[src/rtl/lfsr_modulator.sv]
// LFSR-driven modulator: brings the LFSR data bit into the DDS clock domain,
// finds symbol boundaries, and applies the bit to DDS samples as ASK/FSK/BPSK/square.
module lfsr_modulator #(
  parameter int N = 5,
  parameter int W = 12
) (
  input  logic                clk,
  input  logic                reset,
  input  logic [N-1:0]        lfsr_q,
  input  logic [1:0]          mod_sel,
  input  logic signed [W-1:0] sin_in,
  input  logic signed [W-1:0] cos_in,
  input  logic [31:0]         freq_lo,
  input  logic [31:0]         freq_hi,
  output logic [31:0]         phase_inc,
  output logic signed [W-1:0] mod_out,
  output logic                bit_sync,
  output logic                bit_edge,
  output logic [1:0]          mode,
  output logic [15:0]         edge_count
);

  localparam logic signed [W-1:0] SMAX = {1'b0, {(W-1){1'b1}}};
  localparam logic signed [W-1:0] SMIN = {1'b1, {(W-1){1'b0}}};
  localparam logic signed [W-1:0] SNEG = -SMAX;

  typedef enum logic [0:0] {
    ST_INIT = 1'b0,
    ST_RUN  = 1'b1
  } state_t;

  state_t               state_q, state_d;
  logic                 s1_q, s1_d;
  logic                 s2_q, s2_d;
  logic                 bit_sync_q, bit_sync_d;
  logic                 bit_edge_q, bit_edge_d;
  logic [1:0]           mode_q, mode_d;
  logic [15:0]          edge_count_q, edge_count_d;
  logic signed [W-1:0]  mod_out_q, mod_out_d;
  logic [31:0]          phase_inc_q, phase_inc_d;
  logic                 edge_s;
  logic signed [W-1:0]  neg_sin_s;
  logic                 unused_inputs_s;

  // Only bit 0 of the LFSR carries data; cos_in is a monitor-only input.
  assign unused_inputs_s = ^{cos_in, lfsr_q[N-1:1]};

  // State register for the synchroniser, FSM, counter and output stage.
  always_ff @(posedge clk or posedge reset) begin
    if (reset) begin
      state_q      <= ST_INIT;
      s1_q         <= 1'b0;
      s2_q         <= 1'b0;
      bit_sync_q   <= 1'b0;
      bit_edge_q   <= 1'b0;
      mode_q       <= 2'b00;
      edge_count_q <= 16'h0000;
      mod_out_q    <= '0;
      phase_inc_q  <= 32'h0000_0000;
    end else begin
      state_q      <= state_d;
      s1_q         <= s1_d;
      s2_q         <= s2_d;
      bit_sync_q   <= bit_sync_d;
      bit_edge_q   <= bit_edge_d;
      mode_q       <= mode_d;
      edge_count_q <= edge_count_d;
      mod_out_q    <= mod_out_d;
      phase_inc_q  <= phase_inc_d;
    end
  end

  // Synchroniser, boundary detect, saturating boundary counter.
  always_comb begin
    s1_d       = lfsr_q[0];
    s2_d       = s1_q;
    bit_sync_d = s2_q;
    edge_s     = s2_q ^ bit_sync_q;
    bit_edge_d = edge_s;
    if (edge_s && (edge_count_q != 16'hFFFF)) begin
      edge_count_d = edge_count_q + 16'd1;
    end else begin
      edge_count_d = edge_count_q;
    end
  end

  // Mode FSM: scheme is latched once after reset, then only at symbol boundaries.
  always_comb begin
    state_d = state_q;
    mode_d  = mode_q;
    case (state_q)
      ST_INIT: begin
        mode_d  = mod_sel;
        state_d = ST_RUN;
      end
      ST_RUN: begin
        if (edge_s) begin
          mode_d = mod_sel;
        end else begin
          mode_d = mode_q;
        end
      end
      default: begin
        state_d = ST_INIT;
        mode_d  = 2'b00;
      end
    endcase
  end

  // Modulation output stage, driven from the registered bit and mode.
  always_comb begin
    mod_out_d   = '0;
    phase_inc_d = freq_lo;
    if (sin_in == SMIN) begin
      neg_sin_s = SMAX;
    end else begin
      neg_sin_s = -sin_in;
    end
    case (mode_q)
      2'b00: begin
        mod_out_d = bit_sync_q ? sin_in : '0;
      end
      2'b01: begin
        mod_out_d   = sin_in;
        phase_inc_d = bit_sync_q ? freq_hi : freq_lo;
      end
      2'b10: begin
        mod_out_d = bit_sync_q ? sin_in : neg_sin_s;
      end
      2'b11: begin
        mod_out_d = bit_sync_q ? SMAX : SNEG;
      end
      default: begin
        mod_out_d   = '0;
        phase_inc_d = freq_lo;
      end
    endcase
  end

  assign phase_inc  = phase_inc_q;
  assign mod_out    = mod_out_q;
  assign bit_sync   = bit_sync_q;
  assign bit_edge   = bit_edge_q;
  assign mode       = mode_q;
  assign edge_count = edge_count_q;

endmodule

[config.mk]
export PLATFORM = sky130hd
export DESIGN_NAME = lfsr_modulator
export DESIGN_NICKNAME = d
export VERILOG_FILES = /design/src/rtl/lfsr_modulator.sv
export SDC_FILE = /design/constraint.sdc
export NUM_CORES = 1
export LEC_CHECK = 0
export ABC_CLOCK_PERIOD_IN_PS = 4800
export CORE_UTILIZATION = 43
export DETAILED_ROUTE_END_ITERATION = 8
export MAX_ROUTING_LAYER = met4
export PLACE_DENSITY = 0.94
export REMOVE_ABC_BUFFERS = 1
export SLEW_MARGIN = 30
export SYNTH_ARGS = -nofsm -noshare
export SYNTH_HDL_FRONTEND = slang
export SYNTH_SLANG_ARGS = --single-unit
[constraint.sdc]
create_clock -name clk -period 4.8 [get_ports clk]
set_input_delay 0.96 -clock clk [delete_from_list [all_inputs] [get_ports clk]]
set_output_delay 0.96 -clock clk [all_outputs]
set_load 0.005 [all_outputs]
==> impl_metrics.yaml <==
status:
  status: "complete, no violations"
placement:
  place_inst: 501
  place_ws_ns: 1.54
  place_area_mm2: 0.00463
  place_congestion: 0.863
  portBuffers: 144
  dp_hpwl_um: 5730
synth:
  syn_area_per_cell_um2: 11.4
  synth_commonest_cells: "dfrtp_1 (67), mux2_2 (35), o21ai_0 (15)"
  netlist_area_mm2: 0.00309
  synth_top_area_cell: "dfrtp_1"
  synth_edf_count: 0
  ys_warn_count: 0
  yosys.area.top_type_share_pct: 54.2
  synth-seq-cells: 67
  synthCells: 271
  async_reset_ff_share_pct: 100
  yosysMostFrequentCell: "dfrtp_1"
  synth_area_leaders: "dfrtp_1 (54%), mux2_2 (13%), o21ai_0 (2.4%), a21oi_1 (2.3%), xnor2_1 (2.0%)"
  ys.flop_type: "dfrtp_1"
  ys_types: 48
  yosysSeqAreaShare_pct: 54.2
finish:
  final_cell_count_no_fill: 517
  post-route-util_pct: 70.6
  syn2layout_area_growth_pct: 56.7
  fill_cells: 490
  drive_gt1_share_pct: 14.5
  fin_area_mm2: 0.00485
  finalNetCount: 515
  n_antenna_cell: 0
clock_network:
  cts-root-buf: "clkbuf_8"
  cts-htree-levels: 3
  holdBufCountCts: 0
  clock_path_buffers: 2
  cts_tree: "done"
  cts_sinks: 67
  path_clk_slew_ns: 0.07
  numCtsBuffers: 9
  cts_repair_resize_count: 0
  clk_latency_ns: 0.33
  cts_setup_buffers: 0
critical_path:
  cp-start-kind: "input port"
  r2r_slack_ns: 2.56
  endpoint_kind: "flop"
  critical_path_class: "in -> reg"
  required_ns: 5.01
  r2r_cells: 5
  crit_fanout: 9
  worstPathArrival_ns: 3.13
min_path:
  hp-class: "reg -> reg"
  whs_path_depth: 0
global_routing:
  antenna_found_initial: 0
  grt_max_degree: 54
  grt_pass1_vias: 2783
  grt_remaining_overflow: 0
  grt_usage_pct: 23.1
  grt_pass1_wl_um: 12900
sta:
  fin_crit_ns: 2.93
  hold_viol_final: 0
  slew-limit-headroom_pct: 41.6
  skew_ns: 0.00832
  slew_violations: 0
  setup_violations: 0
  fin_ws_ns: 1.87
  fin_hold_ws_ns: 0.357
  rsz0062_at_grt: "false"
  worstMarginPinSlew_ns: 0.869
  finalSetupTns_ns: 0
  max_freq_mhz: 342
  min_period_over_period_pct: 61.0
routing:
  dr_total_vias: 2721
  avgViaCountPerCell: 5.26
  dr.pass1.iters: 5
  wl_per_cell_um: 15.3
  initialDrtViolationCount: 102
  detail-route-antenna-nets: 0
  wl_um: 7930
  drc: 0
power_and_ir_drop:
  p_total_mw: 1.57
  p_per_area_mw_per_mm2: 325
  peakVddDrop_mv: 0.159
  leakage_nw: 2.03
floorplan:
  design.core.area_mm2: 0.00687
  rows: 30
  start_util_pct: 45.0
  pin_count: 161
  dieArea_mm2: 0.00754
  fp.dieW_um: 86.8
  fp.dieH_um: 86.8
job:
  cap_viol_max_count: 0
## cell usage in the layout, fill, tap and decap left out, drive strengths merged, types with 2 or more instances in the layout
cell and instances:
o22a 2, and3 8, and2 4, a31oi 3
clkbuf 13, buf 2, xor2 6, a41oi 2
a21oi 14, inv 7, nand2 11, nor2b 6
a21o 2, and4 2, nor2 15, o21ai 15
clkdlybuf4s50 144, ha 2, nand3 8, a211oi 4
dfrtp 67, o211ai 3, clkinv 2, or3b 2
a311o 3, xnor2 7, nor3 10, mux2 35
nand4 5
## flip-flops by register name, summed over array words and instances, names as in the netlist
name / cells
edge_count: 16
bit_edge: 1
mod_out: 12
bit_sync: 1
phase_inc: 32
mode: 2
s1_q: 1
state_q: 1
bit_sync_d: 1
## routing by layer
layer | wire [µm] | share of wire (%) | track usage [%]
met5 | 0 | 0 | -
met4 | 187 | 2.4 | 10.0
met3 | 591 | 7.5 | 5.43
met2 | 3950 | 50 | 37.9
met1 | 3200 | 40 | 27.3
## critical path, stage by stage
cell and delay [ns]:
clkdlybuf4s50_1 0.46, inv_1 0.10, ha_1 0.21, or3b_4 0.43, nor4b_4 0.54, nor2_2 0.08
a311o_1 0.36
## final timing paths
check / to / startpoint
max: mod_out[11] / sin_in[1]
min: bit_sync_d / s1_q
max reg2reg: edge_count[14] / bit_sync
min reg2reg: bit_sync_d / s1_q
max in group asynchronous: mod_out[3] / reset
min in group asynchronous: phase_inc[12] / reset
## cell type report
class                   count  area, µm²  area share [%]
flip-flops and latches     67       1680            34.6
clock inverters             3       43.8           0.903
multi-input cells         185       1350            27.7
clock buffers              13        179            3.69
repair buffers            146       1460            30.0
well taps                  96        120            2.48
inverters                   7       28.8           0.593
## where the power goes
part           switching, mW  internal, mW
clock                  0.211         0.297
sequential            0.0610         0.632
combinational          0.131         0.242
## logic make-up (layout without fill, tap and decap cells)
logic type               after synthesis  after routing  share of synthesized area, %
AO/OA/AOI/OAI                         54             54                          11.2
AND/OR/NAND/NOR                       80             80                          14.9
flip-flops                            67             67                          54.2
XOR/XNOR                              13             13                          3.68
buffers and inverters                 19            169                          2.35
adder cells (fa/ha/maj)                2              2                         0.809
other                                  1              1                         0.121
multiplexers                          35             35                          12.7
Power figures use the tool's default switching activity.
